`src/rtl/svnet_window_pkg.sv`:
```
// Shared sizing helpers for the svnet sliding-window generator.
package svnet_window_pkg;

    function automatic int window_bits(input int width, input int k);
        return width * k * k;
    endfunction

    // Bit offset of window element (row i, column j) in the flattened window.
    function automatic int elem_offset(input int i, input int j, input int k, input int width);
        return (i * k + j) * width;
    endfunction

    function automatic int frame_windows(input int img_w, input int img_h, input int k);
        return (img_w - k + 1) * (img_h - k + 1);
    endfunction

endpackage

```
`src/rtl/svnet_line_ram.sv`:
```
// Cascaded (K-1)-line pixel store: one column read and shifted per accepted pixel.
module svnet_line_ram #(
    parameter int WIDTH = 8,
    parameter int IMG_W = 8,
    parameter int K     = 3,
    parameter int COL_W = 3
) (
    input  logic                     clk,
    input  logic                     shift_en,
    input  logic [COL_W-1:0]         col,
    input  logic [WIDTH-1:0]         wr_data,
    output logic [(K-1)*WIDTH-1:0]   rd_col
);

    // Storage is deliberately not reset; the window logic never emits stale lines.
    logic [WIDTH-1:0] line_mem [K-1][IMG_W];

    always_ff @(posedge clk) begin
        if (shift_en) begin
            line_mem[0][col] <= wr_data;
            for (int i = 1; i < K - 1; i++) begin
                line_mem[i][col] <= line_mem[i-1][col];
            end
        end
    end

    always_comb begin
        rd_col = '0;
        for (int i = 0; i < K - 1; i++) begin
            rd_col[i*WIDTH +: WIDTH] = line_mem[i][col];
        end
    end

endmodule

```
`src/rtl/svnet_window_gen.sv`:
```
// Streams raster pixels from one svnet FIFO and pushes KxK stride-1 valid windows into the next.
module svnet_window_gen
    import svnet_window_pkg::*;
#(
    parameter int WIDTH = 8,
    parameter int IMG_W = 8,
    parameter int IMG_H = 8,
    parameter int K     = 3,
    parameter int DEPTH = 4
) (
    input  logic                              clk,
    input  logic                              rst_n,
    input  logic [$clog2(DEPTH):0]            in_used_space,
    input  logic [WIDTH-1:0]                  in_read_data,
    output logic                              in_read,
    input  logic [$clog2(DEPTH):0]            out_free_space,
    output logic                              out_write,
    output logic [window_bits(WIDTH, K)-1:0]  out_write_data,
    output logic                              end_of_frame
);

    localparam int SPACE_W = $clog2(DEPTH) + 1;
    localparam int WIN_W   = window_bits(WIDTH, K);
    localparam int COL_W   = (IMG_W > 1) ? $clog2(IMG_W) : 1;
    localparam int ROW_W   = (IMG_H > 1) ? $clog2(IMG_H) : 1;

    localparam logic [COL_W-1:0] COL_LAST = COL_W'(IMG_W - 1);
    localparam logic [COL_W-1:0] COL_WIN0 = COL_W'(K - 1);
    localparam logic [ROW_W-1:0] ROW_LAST = ROW_W'(IMG_H - 1);
    localparam logic [ROW_W-1:0] ROW_WIN0 = ROW_W'(K - 1);

    if (K < 2) begin : g_bad_k
        $error("svnet_window_gen: K must be >= 2");
    end
    if (IMG_W < K) begin : g_bad_w
        $error("svnet_window_gen: IMG_W must be >= K");
    end
    if (IMG_H < K) begin : g_bad_h
        $error("svnet_window_gen: IMG_H must be >= K");
    end

    logic [COL_W-1:0]         col_q, col_d;
    logic [ROW_W-1:0]         row_q, row_d;
    logic [WIN_W-1:0]         win_q, win_d;
    logic                     out_write_q, out_write_d;
    logic                     eof_q, eof_d;
    logic [(K-1)*WIDTH-1:0]   lb_col;
    logic [K*WIDTH-1:0]       col_vec;

    // A write already in flight still needs its downstream slot, so reserve it.
    assign in_read = (in_used_space != '0)
                   && (out_free_space > {{(SPACE_W-1){1'b0}}, out_write_q});

    svnet_line_ram #(
        .WIDTH (WIDTH),
        .IMG_W (IMG_W),
        .K     (K),
        .COL_W (COL_W)
    ) u_line_ram (
        .clk      (clk),
        .shift_en (in_read),
        .col      (col_q),
        .wr_data  (in_read_data),
        .rd_col   (lb_col)
    );

    // Oldest line at index 0, incoming pixel at index K-1.
    always_comb begin
        col_vec = '0;
        col_vec[(K-1)*WIDTH +: WIDTH] = in_read_data;
        for (int i = 0; i < K - 1; i++) begin
            col_vec[i*WIDTH +: WIDTH] = lb_col[(K-2-i)*WIDTH +: WIDTH];
        end
    end

    always_comb begin
        win_d = win_q;
        if (in_read) begin
            for (int i = 0; i < K; i++) begin
                for (int j = 0; j < K - 1; j++) begin
                    win_d[elem_offset(i, j, K, WIDTH) +: WIDTH] =
                        win_q[elem_offset(i, j + 1, K, WIDTH) +: WIDTH];
                end
                win_d[elem_offset(i, K - 1, K, WIDTH) +: WIDTH] = col_vec[i*WIDTH +: WIDTH];
            end
        end
    end

    always_comb begin
        col_d       = col_q;
        row_d       = row_q;
        out_write_d = 1'b0;
        eof_d       = 1'b0;
        if (in_read) begin
            out_write_d = (row_q >= ROW_WIN0) && (col_q >= COL_WIN0);
            eof_d       = out_write_d && (row_q == ROW_LAST) && (col_q == COL_LAST);
            if (col_q == COL_LAST) begin
                col_d = '0;
                row_d = (row_q == ROW_LAST) ? '0 : row_q + 1'b1;
            end else begin
                col_d = col_q + 1'b1;
            end
        end
    end

    always_ff @(posedge clk or negedge rst_n) begin
        if (!rst_n) begin
            col_q       <= '0;
            row_q       <= '0;
            win_q       <= '0;
            out_write_q <= 1'b0;
            eof_q       <= 1'b0;
        end else begin
            col_q       <= col_d;
            row_q       <= row_d;
            win_q       <= win_d;
            out_write_q <= out_write_d;
            eof_q       <= eof_d;
        end
    end

    assign out_write      = out_write_q;
    assign out_write_data = win_q;
    assign end_of_frame   = eof_q;

    a_write_has_space : assert property (@(posedge clk) disable iff (!rst_n)
        out_write |-> (out_free_space != '0));
    a_read_has_data : assert property (@(posedge clk) disable iff (!rst_n)
        in_read |-> (in_used_space != '0));

endmodule

```
`config.mk`:
```
export PLATFORM = sky130hd
export DESIGN_NAME = svnet_window_gen
export DESIGN_NICKNAME = d
export VERILOG_FILES = /design/src/rtl/svnet_window_pkg.sv /design/src/rtl/svnet_line_ram.sv /design/src/rtl/svnet_window_gen.sv
export SDC_FILE = /design/constraint.sdc
export NUM_CORES = 1
export LEC_CHECK = 0
export CAP_MARGIN = 40
export CORE_ASPECT_RATIO = 0.75
export CORE_MARGIN = 3
export CORE_UTILIZATION = 30
export CTS_BUF_LIST = sky130_fd_sc_hd__clkbuf_4 sky130_fd_sc_hd__clkbuf_8
export DETAILED_ROUTE_END_ITERATION = 8
export PLACE_DENSITY = 0.51
export SLEW_MARGIN = 20
export SYNTH_ARGS = -nofsm -noshare
export SYNTH_HDL_FRONTEND = slang
export SYNTH_HIERARCHICAL = 1
export SYNTH_SLANG_ARGS = --single-unit
```
`constraint.sdc`:
```
create_clock -name clk -period 5.4 [get_ports clk]
set_input_delay 1.08 -clock clk [delete_from_list [all_inputs] [get_ports clk]]
set_output_delay 1.08 -clock clk [all_outputs]
set_load 0.005 [all_outputs]
```
==> flow_results.org, run 1 <==
** Clocking
- Hold-fix buffers at CTS :: 0
- Number of clock sinks seen by CTS :: 208
- Clock latency reported for the late side of the worst-skew pair :: 0.55 ns
- Total clock buffers created by CTS :: 31
- Gates resized during post-CTS repair numbered 0.
- Buffer depth of the longest clock path :: 3
- In this run the clock root is driven by a sky130_fd_sc_hd__clkbuf_8.
- TritonCTS built the clock tree.
- In this run the number of H-tree levels came out at 1.
- Number of setup buffers added after CTS :: 0
- Clk slew on worst S/H paths :: 0.06 ns

** GRT
- Global routing finished with a remaining overflow of 0.
- Global-route usage over all layers :: 11.40%
- In this run the most used layer during global routing was met2.
- Global routing met2 resource utilization :: 17.72%
- Met3 Use GR :: 2.597%
- M1 GR Usage :: 16.52%
- Entering global routing, the biggest net connects 53 pins.
- Wire length of the first global-routing pass :: 26240 um
- Vias in the first global route :: 4410
- Initial antenna violation count :: 0

** Pwr
- Cell internal power was estimated by the tool at 4.258 mW.
- Across the VDD grid, the largest voltage drop is 0.1914 mV.
- Of the total power, the share spent switching nets is 29.39%.
- Share of power burned in combinational logic :: 35.0%
- Dividing total power by cell area gives a power density of 589.2 mW/mm^2.
- In this run the power spent charging and discharging nets is 1.772 mW.
- The share of total power dissipated in sequential elements is 43.4%.
- The clock network accounts for 21.6% of the total power.
- The analysis attributes to cell leakage a power of 3.850 nW.
- Total power consumption of the routed design :: 6.029 mW

** Yosys
- Count of flip-flops with a built-in enable after synthesis :: 128
- The synthesized netlist contains 32 unique library cells.
- Async SR Flop Fraction :: 38.46%
- For this run, the number of Yosys warnings is 6.
- Synthesized Nets :: 435
- Proportion of netlist area held by the largest area contributor :: 46.93%
- Yosys instantiated no cell more often than sky130_fd_sc_hd__edfxtp_1.
- In this run the cell area of the synthesized design comes to 0.008190 sq mm.
- Synthesized netlist cell count :: 412
- Counting flops and latches in the post-synthesis netlist gives 208.
- The commonest cells after synthesis are sky130_fd_sc_hd__edfxtp_1 (128), sky130_fd_sc_hd__dfrtp_1 (80), sky130_fd_sc_hd__mux2_2 (72), sky130_fd_sc_hd__mux2_4 (27), sky130_fd_sc_hd__mux4_1 (15).
- Dominant cells by area after synthesis :: sky130_fd_sc_hd__edfxtp_1 (47%), sky130_fd_sc_hd__dfrtp_1 (24%), sky130_fd_sc_hd__mux2_2 (9.9%)
- Among all flip-flop cells after synthesis, the most frequent one is sky130_fd_sc_hd__edfxtp_1.
- After synthesis, the mean cell area works out to 19.88 sq um.
- Cell taking the most area after synthesis :: sky130_fd_sc_hd__edfxtp_1
- Portion of the post-synthesis area used by sequential elements :: 71.37%

** Timing
- Setup violations remaining at the end of the flow were counted as 0.
- Measured against its own limit, the worst slew margin works out to 51.49%.
- At the pin with the least slew margin, the transition time is 0.7276 ns.
- Setup repair after global routing left no endpoint under its margin.
- The clock period could shrink to 4.165 ns.
- Setup Skew :: 0.01843 ns
- Fmax :: 240.1 MHz
- Smallest hold slack :: 0.3575 ns
- Crit share post-route :: 77.14%
- The number of hold violations in the final report is 0.
- The number of slew-limit violations in the final report came to 0.
- Total Neg Setup Slack :: 0 ns

** Final layout
- Cells with a size suffix above 1 make up 33.15% of the layout.
- Final core utilization :: 38.73%
- Signed area change from the synthesized netlist to the final layout :: 24.93%
- The number of antenna diodes in the final layout is 0.
- At the end of the flow, the number of nets in the layout was 556.
- Design area :: 0.01023 sq mm

** Worst setup path
- Crit start category :: primary input
- For the worst setup path, the data required time is 4.32 ns.
- The worst setup path is captured at an output port.
- In this run the worst path has a maximum fanout of 19.
- Critical path arrival :: 3.09 ns
- The worst setup path is of the primary input to output port kind.

** Run
- Max-cap violations in this run came to 0.

** Route
- Via density :: 4.595
- The final route contains 4145 vias.
- In this run the remaining antenna-violating nets after routing total 0.
- After detailed routing, the number of remaining DRC violations is 0.
- Detailed Routing Iterations Pass 1 :: 4
- The final layout contains routed wiring with a total length of 16770 um.
- 1st-iter DRT viols :: 195
- Average routed wire per standard cell :: 18.59 um

** Die
- Die area :: 0.02934 sq mm
- Std-Cell Rows :: 51
- Placeable core region :: 0.02642 sq mm
- Initial core utilization :: 31.00%
- Vertical die dimension :: 149.1 um
- The floorplan step set the die width to 196.8 um.
- Pin placement for this block handled 91 I/O pins.

** Worst hold path
- The path class of the tightest hold or removal check is primary input to async pin.

** Run status
- Outcome :: finished clean

** Placed design
- Number of port buffers :: 90
- Routability cong. :: 0.7241
- Detail Placement HPWL :: 10120 um
- Summing all placed instances gives a cell area of 0.009585 sq mm.
[critical path: stages]
cell and delay [ns]:
sky130_fd_sc_hd__clkdlybuf4s50_1 0.45, sky130_fd_sc_hd__inv_1 0.04, sky130_fd_sc_hd__ha_1 0.29, sky130_fd_sc_hd__nor2_1 0.15, sky130_fd_sc_hd__o31a_2 0.47, sky130_fd_sc_hd__clkdlybuf4s50_1 0.60
[power by group through the flow]
stage,logic (mW),registers (mW),clock network [mW]
global route,2.30,2.68,1.43
CTS,2.16,2.63,1.35
floorplan,1.17,2.62,0
finish,2.11,2.61,1.30
global placement,2.09,2.63,0
detailed placement,2.15,2.65,0
[stage by stage]
stage          cells  setup WS, ns
2_1_floorplan    412         1.689
3_3_place_gp     839         1.281
3_5_place_dp     844         1.250
4_1_cts          902         1.241
5_1_grt          902         1.146
6_report         902         1.235
[sequential cells by signal, summed over array words and instances, names as in the netlist]
register	flops
col_q	3
end_of_frame	1
out_write_data	72
row_q	3
u_line_ram/line_mem	128
out_write	1
[logic make-up (layout without fill, tap and decap cells)]
logic type / count (synthesis) / count (layout) / share of synthesized area (%)
fa+ha+maj: 7 / 7 / 1.069
buf+inv: 27 / 173 / 1.971
mux: 125 / 125 / 22.38
compound gates: 15 / 15 / 1.436
flops: 208 / 208 / 71.37
simple gates: 30 / 30 / 1.772
[metal layers]
metal | up-vias | routed length, um
li1 | 1858 | -
met1 | 2147 | 8035
met2 | 112 | 7625
met3 | 28 | 883
met4 | 0 | 227
met5 | - | 0
[path summary, 6_finish.rpt]
check | end | cells after the start | start | slack, ns
min in group clk | out_write_data[26]$_DFFE_PN0P_ | 1 | out_write_data[26]$_DFFE_PN0P_ | 0.51
worst max register to register | u_line_ram/line_mem[0][124]$_DFFE_PP_ | 6 | out_write$_DFF_PN0_ | 2.87
worst min-delay path | out_write_data[7]$_DFFE_PN0P_ | 1 | rst_n | 0.36
worst max-delay path | in_read | 6 | out_free_space[0] | 1.23
max in group asynchronous | out_write_data[52]$_DFFE_PN0P_ | 3 | rst_n | 4.23
worst min register to register | out_write_data[26]$_DFFE_PN0P_ | 1 | out_write_data[26]$_DFFE_PN0P_ | 0.51
[area by class of cell]
| class | count | area [sq um] |
|---|---|---|
| multi-input cells | 177 | 2207 |
| well taps | 344 | 430.4 |
| clock inverters | 10 | 73.82 |
| fillers | 2444 | 16190 |
| clock buffers | 48 | 573.1 |
| inverters | 7 | 26.28 |
| repair buffers | 108 | 1075 |
| flip-flops and latches | 208 | 5847 |
[cells in the final DEF (no fill, tap or decap), types with 2 or more instances in the layout]
| cell type | instances |
|---|---|
| sky130_fd_sc_hd__mux2_2 | 72 |
| sky130_fd_sc_hd__nand2_1 | 4 |
| sky130_fd_sc_hd__o211ai_1 | 3 |
| sky130_fd_sc_hd__a22oi_1 | 3 |
| sky130_fd_sc_hd__mux4_2 | 9 |
| sky130_fd_sc_hd__nor2b_1 | 3 |
| sky130_fd_sc_hd__clkbuf_4 | 14 |
| sky130_fd_sc_hd__clkinv_2 | 5 |
| sky130_fd_sc_hd__a32oi_1 | 3 |
| sky130_fd_sc_hd__clkinv_1 | 3 |
| sky130_fd_sc_hd__nor2_1 | 11 |
| sky130_fd_sc_hd__a221oi_1 | 2 |
| sky130_fd_sc_hd__buf_16 | 2 |
| sky130_fd_sc_hd__dfrtp_1 | 79 |
| sky130_fd_sc_hd__inv_1 | 7 |
| sky130_fd_sc_hd__ha_1 | 7 |
| sky130_fd_sc_hd__mux2_4 | 27 |
| sky130_fd_sc_hd__buf_4 | 14 |
| sky130_fd_sc_hd__or3_1 | 3 |
| sky130_fd_sc_hd__clkbuf_8 | 34 |
| sky130_fd_sc_hd__edfxtp_1 | 128 |
| sky130_fd_sc_hd__nor3_4 | 2 |
| sky130_fd_sc_hd__nand3_1 | 4 |
| sky130_fd_sc_hd__clkdlybuf4s50_1 | 89 |
| sky130_fd_sc_hd__mux2i_1 | 2 |
| sky130_fd_sc_hd__mux4_1 | 15 |
Note: power is estimated with default switching activity, not from simulation.
==> run 2, diff against run 1 <==
==> constraint.sdc (replaced) <==
create_clock -name clk -period 3.95 [get_ports clk]
set_input_delay 0.79 -clock clk [delete_from_list [all_inputs] [get_ports clk]]
set_output_delay 0.79 -clock clk [all_outputs]
set_load 0.005 [all_outputs]
==> flow_results.org, run 2 (same netlist as run 1, synthesis figures left out) <==
** Route
- The number of optimization iterations in the first detailed-route pass came to 4 (unchanged).
- DRC errors left :: 0 (unchanged)
- The DRC marker count from the first detailed-route iteration came to 238 (+22%).
- Number of antenna-violating nets in the routed design :: 0 (unchanged)
- The via count is 4205 (+1.4%).
- Via density :: 4.616 (+0.45%)
- Average routed wire per standard cell :: 18.90 um (+1.6%)
- Overall routed net length :: 17220 um (+2.7%)

** Timing
- Total of endpoints with negative setup slack in the final report :: 0 (unchanged)
- Final Critical Period :: 3.454 ns
- Final hold vios :: 0 (unchanged)
- The sum of negative setup slack came to 0 ns (unchanged).
- Worst-margin pin slew :: 0.5641 ns (-0.1635 ns)
- Setup Skew :: 0.01634 ns (-0.002082 ns)
- The setup slack after layout was 0.4962 ns (-0.7385 ns).
- Setup repair after global routing missed its margin :: false
- The number of slew-limit violations in the final report came to 0 (unchanged).
- The relative max-transition margin was 62.39% (+11 points).
- Crit share post-route :: 87.44%
- Fmax :: 289.5 MHz

** Pwr
- The maximum vdd ir drop is 0.2967 mV (+55%).
- Leak pwr :: 3.890 nW (+1.0%)
- Part of the power in the clock network :: 22.0% (+0.4 points)
- The net switching power figure is 2.456 mW (+39%).
- Share of power burned in combinational logic :: 34.4% (-0.6 points)
- Reg power frac :: 43.6% (+0.2 points)
- Power density over the cells :: 808.3 mW/mm^2 (+37%)
- The internal power consumption is 5.860 mW (+38%).
- Switching power share of the total :: 29.53% (+0.14 points)

** GRT
- The number of global-route vias before repair is 4597 (+4.2%).
- Largest net degree at the start of global routing :: 70 (+32%)
- The number of antenna violations at the first check in global routing came to 0 (unchanged).
- Wire length of the first global-routing pass :: 26850 um (+2.3%)
- Global-route usage over all layers :: 11.75% (+0.35 points)
- Global route overflow :: 0 (unchanged)

** Final layout
- The total non-filler cell area in the finished layout came to 0.01029 sq mm (+0.55%).
- The count of placed standard cells in the final layout, fillers left out was 911 (+1.0%).
- Multi-input combinational cell area :: 0.002195 sq mm (-0.57%)
- Most frequent cells in the layout :: sky130_fd_sc_hd__edfxtp_1 (128), sky130_fd_sc_hd__clkdlybuf4s50_1 (89), sky130_fd_sc_hd__dfrtp_1 (79)
- Number of fillers in the final layout :: 2417 (-1.1%)
- u_line_ram/line_mem holds more flip-flops than any other register.
- Relative to the synthesized area, the layout overhead comes to 25.62%.
- The register area was 0.005847 sq mm (unchanged).
- The share of post-route cells with drive strength above 1 is 34.22% (+1.1 points).
- The number of flip-flops under the largest register name is 128 (unchanged).
- Final core utilization :: 38.95% (+0.21 points)
- Most common cell after layout, fill and taps aside :: sky130_fd_sc_hd__edfxtp_1
- # nets final :: 565 (+1.6%)
- The diode insertion count for antenna repair came to 0 (unchanged).

** Worst hold path
- The worst hold path belongs to the class primary input to async pin.

** Placed design
- Detail Placement HPWL :: 10870 um (+7.4%)
- Routability cong. :: 0.7626 (+5.3%)
- The worst-case setup slack after placement came to 0.4921 ns (-0.7576 ns).
- Placed instance area :: 0.009619 sq mm (+0.35%)
- Number of port buffers :: 90 (unchanged)
- The cell count after placement was 850 (+0.71%).

** Clocking
- The post-cts repair resize count was 0 (unchanged).
- Clock tree synthesis selected as its root buffer the cell sky130_fd_sc_hd__clkbuf_8.
- Buffer depth of the longest clock path :: 3 (unchanged)
- H-tree depth :: 2 (+1)
- The clock slew at the register clock pins of the worst setup and hold paths was 0.06 ns (about the same).
- Number of setup buffers added after CTS :: 0 (unchanged)
- Number of clock sinks seen by CTS :: 208 (unchanged)
- TritonCTS built the clock tree.
- The clock latency on the worst-skew pair is 0.50 ns (-0.05 ns).
- The number of buffers added by the clock tree synthesis step was 34 (+9.7%).
- Hold-fix buffers at CTS :: 0 (unchanged)

** Die
- Ports :: 91 (unchanged)
- The initial core utilization came to 31.00% (unchanged).
- Vertical die dimension :: 149.1 um (unchanged)
- Die area :: 0.02934 sq mm (unchanged)
- Std-Cell Rows :: 51 (unchanged)
- The area inside the core boundary came to 0.02642 sq mm (unchanged).
- The floorplan die width was 196.8 um (unchanged).

** Worst setup path
- Tracing the worst setup path back leads to its startpoint at out_free_space[0].
- The worst register-to-register path begins at out_write$_DFF_PN0_.
- By instance count, the cell type seen most on the critical path is sky130_fd_sc_hd__clkdlybuf4s50_1.
- By startpoint and endpoint, the worst setup path is classified as primary input to output port.
- Highest net fanout along the worst path :: 11 (-8)
- STA classifies the critical path startpoint as a primary input.
- Traced cell by cell, the critical path runs through clkdlybuf4s50_1 -> inv_1 -> ha_1 -> nor2_1 -> o31a_2 -> clkdlybuf4s50_1.
- Cell with the largest stage delay on the worst path :: sky130_fd_sc_hd__clkdlybuf4s50_1
- Peak per-stage delay on the critical path :: 0.58 ns (-0.02 ns)
- Critical path arrival :: 2.66 ns (-0.43 ns)
- Critical Path End Type :: output port
- CP Data Required Time :: 3.16 ns (-1.16 ns)

** Run
- Max_cap viols :: 0 (unchanged)

** Run status
- The flow ran to the end, and the final reports show no timing, DRC or antenna violations.
run 2: changes by cell type in the layout (fill, tap and decap cells not counted), sizes merged:
cell | previous run | this run
clkinv | 8 | 9
buf | 19 | 25
clkbuf | 48 | 50
bufinv | 1 | 0
inv | 7 | 8
run 2: power groups by stage:
stage	clock, mW	combinational (mW)	sequential (mW)
after floorplan	0	1.60	3.58
after global placement	0	2.86	3.65
after detailed placement	0	2.91	3.67
after CTS	1.89	2.93	3.64
after global routing	2.00	3.11	3.72
final	1.83	2.86	3.63
run 2: layout make-up:
| cell class | count | area share, % |
|---|---|---|
| sequential | 208 | 56.83 |
| multi-input combinational | 177 | 21.33 |
| timing repair buffer | 114 | 10.90 |
| clock buffer | 50 | 5.959 |
| tap | 344 | 4.183 |
| clock inverter | 11 | 0.5472 |
| inverter | 7 | 0.2554 |
run 2: worst max-delay path, delay by kind of cell:
kind	cells	cell delay, ns
AOI/OAI and AO/OA	1	0.38
adders and majority gates	1	0.27
buffers and inverters	3	1.08
and+or+nand+nor	1	0.14
run 2: metrics by stage:
stage | hold WS [ns] | total power [mW]
5_1_grt | 0.1464 | 8.833
6_report | 0.1686 | 8.316
4_1_cts | 0.1418 | 8.464
3_5_place_dp | 0.4955 | 6.588
3_3_place_gp | 0.4933 | 6.516
2_1_floorplan | 0.4944 | 5.178
run 2: final timing paths:
path                            slack (ns)                              endpoint  cells after the start
worst max-delay path                  0.50                               in_read                      6
worst min-delay path                  0.17        out_write_data[14]$_DFFE_PN0P_                      1
worst max register to register        1.46  u_line_ram/line_mem[0][77]$_DFFE_PP_                      6
worst min register to register        0.50        out_write_data[26]$_DFFE_PN0P_                      1
max in group asynchronous             2.97        out_write_data[56]$_DFFE_PN0P_                      3
min in group clk                      0.50        out_write_data[26]$_DFFE_PN0P_                      1
run 2: per-layer routing:
| metal | track usage (%) | up-vias | share of wire [%] |
|---|---|---|---|
| met4 | 3.098 | 0 | 1.3 |
| li1 | - | 1872 | - |
| met2 | 18.29 | 109 | 46 |
| met5 | 0 | - | 0 |
| met3 | 3.026 | 27 | 5.0 |
| met1 | 16.49 | 2197 | 48 |
